==> src/rtl/rv32v_types_pkg.sv <==
// Shared vector-pipeline constants and the element sequencer state encoding.
package rv32v_types_pkg;
  localparam int NUM_LANES = 2;
  localparam int VL_WIDTH  = 5;

  typedef enum logic [1:0] {SEQ_IDLE, SEQ_RUN, SEQ_DONE} seq_state_t;
endpackage

==> src/rtl/rv32v_lane_mask_gen.sv <==
// Per-lane tail mask and final-beat flag for a beat starting at element cnt.
module rv32v_lane_mask_gen #(
  parameter int NUM_LANES = 2,
  parameter int VL_WIDTH  = 5
) (
  input  logic [VL_WIDTH:0]    cnt,
  input  logic [VL_WIDTH:0]    vl,
  output logic [NUM_LANES-1:0] lane_active,
  output logic                 last
);
  localparam int EW = VL_WIDTH + 2;

  logic [EW-1:0] cnt_ext;
  logic [EW-1:0] vl_ext;

  // One extra bit keeps cnt+NUM_LANES from wrapping when vl equals VLMAX.
  always_comb begin
    cnt_ext     = {1'b0, cnt};
    vl_ext      = {1'b0, vl};
    lane_active = '0;
    for (int i = 0; i < NUM_LANES; i++) begin
      lane_active[i] = (cnt_ext + EW'(i)) < vl_ext;
    end
    last = (cnt_ext + EW'(NUM_LANES)) >= vl_ext;
  end
endmodule

==> src/rtl/rv32v_elem_sequencer.sv <==
// Steps one vector instruction's elements NUM_LANES at a time, handing each
// beat (lane-0 offset plus active mask) to execute over valid/ready.
module rv32v_elem_sequencer
  import rv32v_types_pkg::*;
#(
  parameter int NUM_LANES = rv32v_types_pkg::NUM_LANES,
  parameter int VL_WIDTH  = rv32v_types_pkg::VL_WIDTH
) (
  input  logic                 CLK,
  input  logic                 RST,
  input  logic                 start,
  input  logic [VL_WIDTH:0]    vl_in,
  output logic                 start_ready,
  input  logic                 flush,
  output logic                 out_valid,
  input  logic                 out_ready,
  output logic [VL_WIDTH-1:0]  offset,
  output logic [NUM_LANES-1:0] lane_active,
  output logic                 first,
  output logic                 last,
  output logic                 busy,
  output logic                 done
);
  localparam logic [VL_WIDTH:0] VLMAX = {1'b1, {VL_WIDTH{1'b0}}};
  localparam logic [VL_WIDTH:0] STEP  = (VL_WIDTH+1)'(NUM_LANES);

  seq_state_t             state;
  seq_state_t             state_nxt;
  logic [VL_WIDTH:0]      cnt;
  logic [VL_WIDTH:0]      vl_eff;
  logic [VL_WIDTH:0]      vl_clamp;
  logic [NUM_LANES-1:0]   mask_raw;
  logic                   last_raw;
  logic                   launch;
  logic                   hs;

  assign vl_clamp = (vl_in > VLMAX) ? VLMAX : vl_in;
  assign launch   = (state == SEQ_IDLE) && start && !flush;
  assign hs       = (state == SEQ_RUN) && out_ready && !flush;

  rv32v_lane_mask_gen #(
    .NUM_LANES (NUM_LANES),
    .VL_WIDTH  (VL_WIDTH)
  ) u_mask (
    .cnt         (cnt),
    .vl          (vl_eff),
    .lane_active (mask_raw),
    .last        (last_raw)
  );

  always_ff @(posedge CLK) begin
    if (RST) state <= SEQ_IDLE;
    else     state <= state_nxt;
  end

  always_ff @(posedge CLK) begin
    if (RST) begin
      cnt    <= '0;
      vl_eff <= '0;
    end else if (launch) begin
      cnt    <= '0;
      vl_eff <= vl_clamp;
    end else if (hs) begin
      cnt <= cnt + STEP;
    end
  end

  // flush overrides every transition, including a start in IDLE.
  always_comb begin
    state_nxt = state;
    if (flush) begin
      state_nxt = SEQ_IDLE;
    end else begin
      case (state)
        SEQ_IDLE: if (start) state_nxt = (vl_clamp == '0) ? SEQ_DONE : SEQ_RUN;
        SEQ_RUN:  if (out_ready && last_raw) state_nxt = SEQ_DONE;
        SEQ_DONE: state_nxt = SEQ_IDLE;
        default:  state_nxt = SEQ_IDLE;
      endcase
    end
  end

  always_comb begin
    out_valid   = (state == SEQ_RUN);
    start_ready = (state == SEQ_IDLE);
    busy        = (state != SEQ_IDLE);
    done        = (state == SEQ_DONE);
    offset      = cnt[VL_WIDTH-1:0];
    lane_active = out_valid ? mask_raw : '0;
    first       = out_valid && (cnt == '0);
    last        = out_valid && last_raw;
  end
endmodule

==> config.mk <==
export PLATFORM = sky130hd
export DESIGN_NAME = rv32v_elem_sequencer
export DESIGN_NICKNAME = d
export VERILOG_FILES = /design/src/rtl/rv32v_types_pkg.sv /design/src/rtl/rv32v_lane_mask_gen.sv /design/src/rtl/rv32v_elem_sequencer.sv
export SDC_FILE = /design/constraint.sdc
export NUM_CORES = 1
export LEC_CHECK = 0
export CAP_MARGIN = 10
export CORE_MARGIN = 8
export CORE_UTILIZATION = 51
export CTS_BUF_LIST = sky130_fd_sc_hd__clkbuf_16
export DETAILED_ROUTE_END_ITERATION = 16
export PLACE_DENSITY_LB_ADDON = 0.3
export SYNTH_ARGS = -nofsm -noshare
export SYNTH_HDL_FRONTEND = slang
export SYNTH_HIERARCHICAL = 1
export SYNTH_SLANG_ARGS = --single-unit
==> constraint.sdc <==
create_clock -name CLK -period 3 [get_ports CLK]
set_clock_uncertainty 0.05 [all_clocks]
set_input_delay 0.9 -clock CLK [delete_from_list [all_inputs] [get_ports CLK]]
set_output_delay 0.9 -clock CLK [all_outputs]
set_load 0.03 [all_outputs]
# Word level (Yosys, flattened, before mapping)
# Cells that the tools add are included.
word_totals:
  ff_bits: 14
  in_bits: 11
  output_inout_bits: 13
op_classes:
  addsub: 3
  n_lt_le_gt_ge: 4
  eq_ne: 4
  n_mux: 6
  n_reduce_logical: 15
op_table:
  columns: ["cell", "n"]
  rows:
  - ["logical NOT 6 bit", 2]
  - ["two-way mux 2 bit", 4]
  - ["adder 6 x 1 -> 7 bit, second input constant", 1]
  - ["adder 6 x 2 -> 7 bit, second input constant", 1]
  - ["greater-or-equal comparator 7 x 6 -> 1 bit", 1]
  - ["logical AND 1 bit", 7]
  - ["< comparator 7 x 6 -> 1 bit", 1]
  - ["adder 6 x 2 -> 6 bit, second input constant", 1]
  - ["> comparator 6 bit, second input constant", 1]
  - ["< comparator 6 bit", 1]
  - ["two-way mux 6 bit", 1]
  - ["one-hot mux 2 bit (2 select lines)", 1]
  - ["OR reduction 2 bit", 2]
  - ["== test 2 x 1 -> 1 bit, second input constant", 1]
  - ["== test 2 bit, second input constant", 1]
  - ["logical NOT 2 bit", 1]
  - ["!= test 2 x 1 -> 1 bit, second input constant", 1]
  - ["!= test 2 bit, second input constant", 1]
  - ["AND reduction 2 bit", 1]
  - ["nonzero test 2 bit", 1]
  - ["logical NOT 1 bit", 1]

# Longest topological paths before layout
logic_depth:
  depth_word: 6
  depth_mapped: 10
  ltp_nobuf: 9

# Hierarchy
# The synthesis kept the hierarchy.
by_module_without_submodules:
  columns: ["module", "n_inst", "cells_each", "area_each_um2", "seq_area_each_um2"]
  rows:
  - ["rv32v_elem_sequencer", 1, 73, 646.9, 260.2]
  - ["rv32v_lane_mask_gen", 1, 59, 506.7, 0.0]

# Worst setup path before layout
# Ideal clock, no wire load.
synth_timing:
  path_type: "register -> output"
  startpoint: "reg cnt[2]"
  endpoint: "out last"
  arrival_time_ps: 1904
  path_slack_ps: 146
  path_stages_with_launch: 8
  cell_sequence: "dfxtp_1 ha_1 nand3_1 xnor2_1 ha_1 a221oi_1 o21ai_0 and2_1"
synth_between:
  elab_chain_len: 3
synth_lines:
  columns: ["element", "line_no", "rtl"]
  rows:
  - ["from (decl)", "rv32v_elem_sequencer.sv:29", "logic [VL_WIDTH:0] cnt;"]
  - ["from (signal assigned)", "rv32v_elem_sequencer.sv:64", "cnt <= cnt + STEP;"]
  - ["adder 6 x 2 -> 7 bit", "rv32v_lane_mask_gen.sv:24", "last = (cnt_ext + EW'(NUM_LANES)) >= vl_ext;"]
  - ["greater-or-equal comparator 7 x 6 -> 1 bit", "rv32v_lane_mask_gen.sv:24", null]
  - ["named net last_raw", "rv32v_elem_sequencer.sv:33", "logic last_raw;"]
  - ["logical AND 1 bit", "rv32v_elem_sequencer.sv:91", "last = out_valid && last_raw;"]
  - ["to (decl)", "rv32v_elem_sequencer.sv:20", "output logic last,"]
# The timed path passes the listed nets, and every way through them passes these cells.

# Worst setup path in the final report
layout_timing:
  startpoint: "reg cnt[4]"
  endpoint: "out last"
# Same word-level chain as after synthesis.

==> results.cfg <==
[run_status]
status = complete, but fails checks
violations = negative setup slack

[placement]
dp.cells = 196
io_buffers = 22
gp_congestion = 0.905
dp_hpwl_mm = 2.39

[pwr]
ir_drop_mv = 0.319
p_leak_uw = 0.000777
cellPowerDensity_nw_per_um2 = 313
total_power_uw = 530

[sta]
maxSlewViolCount = 0
fmax_ghz = 0.328
fin_crit_sh_pct = 102
finalHoldViolCount = 0
setup_violations = 1
rsz0062_at_grt = yes
worst_hold_slack_ns = 0.429
min_period_ns = 3.05
final.setup.worst_slack_ns = -0.0526

[worst_setup_path]
crit_buf_inv = 2
end_kind = output port
crit_path_top_delay_cell = dfxtp_2
crit_path_start_kind = register
required_ns = 2.05
crit_path_max_fanout = 5
r2r_slack_ns = 0.86
critPathTopFamily = compound AO/OA/AOI/OAI gates
max_stage_delay_ns = 0.35
crit_top_cell = buf_4
worstPathArrival_ns = 2.10
worstSetupPathType = reg -> out
worstPathCellList = buf_4 > xnor2_2 > ha_1 > a21o_1 > a221oi_2 > o21ai_1 > and2_1 > buf_4

[grt]
antenna_found_initial = 0
track_usage_pct = 14.7
grt_max_degree = 9
grt_overflow = 0
grt_pass1_wl_mm = 4.89
grt_pass1_vias = 1145

[routing]
highest_layer = met4
vias = 1135
wl_met1_mm = 1.35
via_per_inst = 5.51
dr_wl_met3_um = 117
first_pass_iters = 5
drc_errors = 0
wl_per_cell_um = 15.6
ant_nets = 0
wl_met2_mm = 1.67
first_iter_violations = 34
drt-total-wl_mm = 3.21

[floorplanning]
die_y_um = 63.6
start_util_pct = 53.2
die_area_um2 = 4040
core_um2 = 2170
design.portCount = 24
rows = 17
die_w_um = 63.6

[cts]
cts_made_buffers = 3
clock_latency_ns = 0.24
path_clk_slew_ns = 0.05
htreeDepth = 1
cts-root-buf = clkbuf_16
cts_tree = built
clockBufferDepth = 2
cts.sinks = 13
ctsHoldBuffers = 0

[logic_synthesis]
ys_ff_latch = 13
synth_compound_area_share_pct = 16.9
synth_fa_ha_area_share_pct = 22.8
ys_seq_area_share_pct = 22.6
synth_mux_area_share_pct = 1.74
yosys_warnings = 6
synth_top_family_by_area = adder cells
synthCells = 132
ys_types = 39
syn_area_per_cell_um2 = 8.74
synth_area_um2 = 1150
yosys.area_share.simple_pct = 21.4
synthXorXnorAreaFrac_pct = 6.07

[job]
drv_cap = 0

[final_layout]
area_growth_pct = 47.1
antenna_cells = 0
finalNetCount = 211
drive_above_1_share_pct = 27.0
stdcell_count = 206

[hold_path]
min_path_type = reg -> reg
[Yosys cell counts, drive strengths merged]
cell type / n / area share, %
and3: 1 / 0.54
a21bo: 1 / 0.87
nor3: 2 / 0.87
nor4: 1 / 0.54
a41oi: 1 / 1.4
a21o: 3 / 2.1
nand3b: 1 / 0.65
nand3: 9 / 3.9
buf: 7 / 4.7
dfxtp: 13 / 23
and4: 2 / 1.7
xor2: 2 / 1.5
o21ai: 5 / 2.2
nand2: 5 / 1.6
and2: 3 / 1.6
or3: 4 / 2.2
a22o: 5 / 3.8
a221o: 1 / 0.87
nor2: 6 / 2.0
xnor2: 6 / 4.6
nand4bb: 1 / 0.98
conb: 1 / 0.33
nor4b: 1 / 1.3
nand2b: 1 / 0.54
inv: 11 / 3.6
nand4: 1 / 0.54
a31oi: 1 / 0.54
mux2i: 2 / 1.7
a221oi: 2 / 1.5
a21oi: 7 / 3.0
or2: 1 / 0.54
and2b: 2 / 1.3
nor2b: 1 / 0.54
o21bai: 1 / 0.65
ha: 21 / 23
[worst reg2reg max path, stage by stage, from the launching register on]
cell	delay (ns)
dfxtp_2	0.35
buf_4	0.17
xnor2_2	0.13
ha_1	0.31
a21o_1	0.19
a221oi_2	0.25
o21ai_1	0.14
buf_4	0.15
buf_4	0.12
nand2_1	0.05
nand2_1	0.05
a21oi_1	0.12
[cells by family after synthesis]
family,count (synthesis)
AND/OR/NAND/NOR,42
AO/OA/AOI/OAI,27
adder cells (fa/ha/maj),21
buffers and inverters,18
flip-flops,13
XOR/XNOR,8
multiplexers,2
other,1
[registers in the layout (all words and copies together) (netlist names)]
| signal | cells |
|---|---|
| state | 2 |
| vl_eff | 6 |
| cnt | 5 |
[where the power goes]
part	switching [uW]	total, uW	internal, uW
combinational	50.0	102	51.5
clock	73.7	250	176
sequential	3.75	179	176
total	127	530	403
[timing repair]
item | CTS | global route
buffers inserted | 4 | 3
pin swaps | 3 | 4
setup endpoints to repair | 2 | 2
resized for setup | 16 | 13
[placed cells by master (no fill, tap or decap), types with 3 or more instances in the layout]
cell             netlist  layout
ha_1                  21      18
nor2_1                 6       6
clkbuf_16              0       3
clkdlybuf4s50_1        0      19
xnor2_1                6       3
a22o_1                 5       5
a21oi_1                7       7
nand3_1                9       8
xnor2_2                0       3
nand2_1                5       5
dfxtp_2                0       3
conb_1                 1       6
buf_6                  1       3
o21ai_0                5       3
or3_1                  4       4
dfxtp_1               13       8
inv_1                 11      12
buf_4                  5      22
[layer usage]
metal | vias to the layer above | GRT usage [%]
met5 | - | 0
met4 | 0 | 6.13
met3 | 8 | 3.53
met2 | 32 | 28.1
met1 | 536 | 14.7
li1 | 559 | -
[through the flow]
step | setup TNS (ns) | worst slack (ns) | util, % | instance area (um2)
floorplan | 0 | 0.146 | - | 1170
finish | -0.0526 | -0.0526 | 78.2 | 1700
global route | -0.259 | -0.130 | 78.2 | 1700
CTS | 0 | 0.00196 | 74.7 | 1620
detailed placement | -0.285 | -0.285 | 68.6 | 1490
global placement | -0.205 | -0.205 | 68.6 | 1490
[path summary, 6_finish.rpt]
kind,endpoint,depth (start not counted),from
max,last,8,cnt[4]
min,vl_eff[4],1,vl_eff[4]
max reg2reg,state[0],11,cnt[4]
min reg2reg,vl_eff[4],1,vl_eff[4]
[layout make-up]
| class | count | area (um2) |
|---|---|---|
| Clock inverter | 1 | 3.75 |
| Multi-Input combinational cell | 106 | 881 |
| Clock buffer | 3 | 75.1 |
| Tap cell | 28 | 35.0 |
| Timing Repair Buffer | 44 | 389 |
| Fill cell | 162 | 473 |
| Inverter | 11 | 41.3 |
| Sequential cell | 13 | 272 |
No activity file was read; power rests on OpenSTA's default activity.
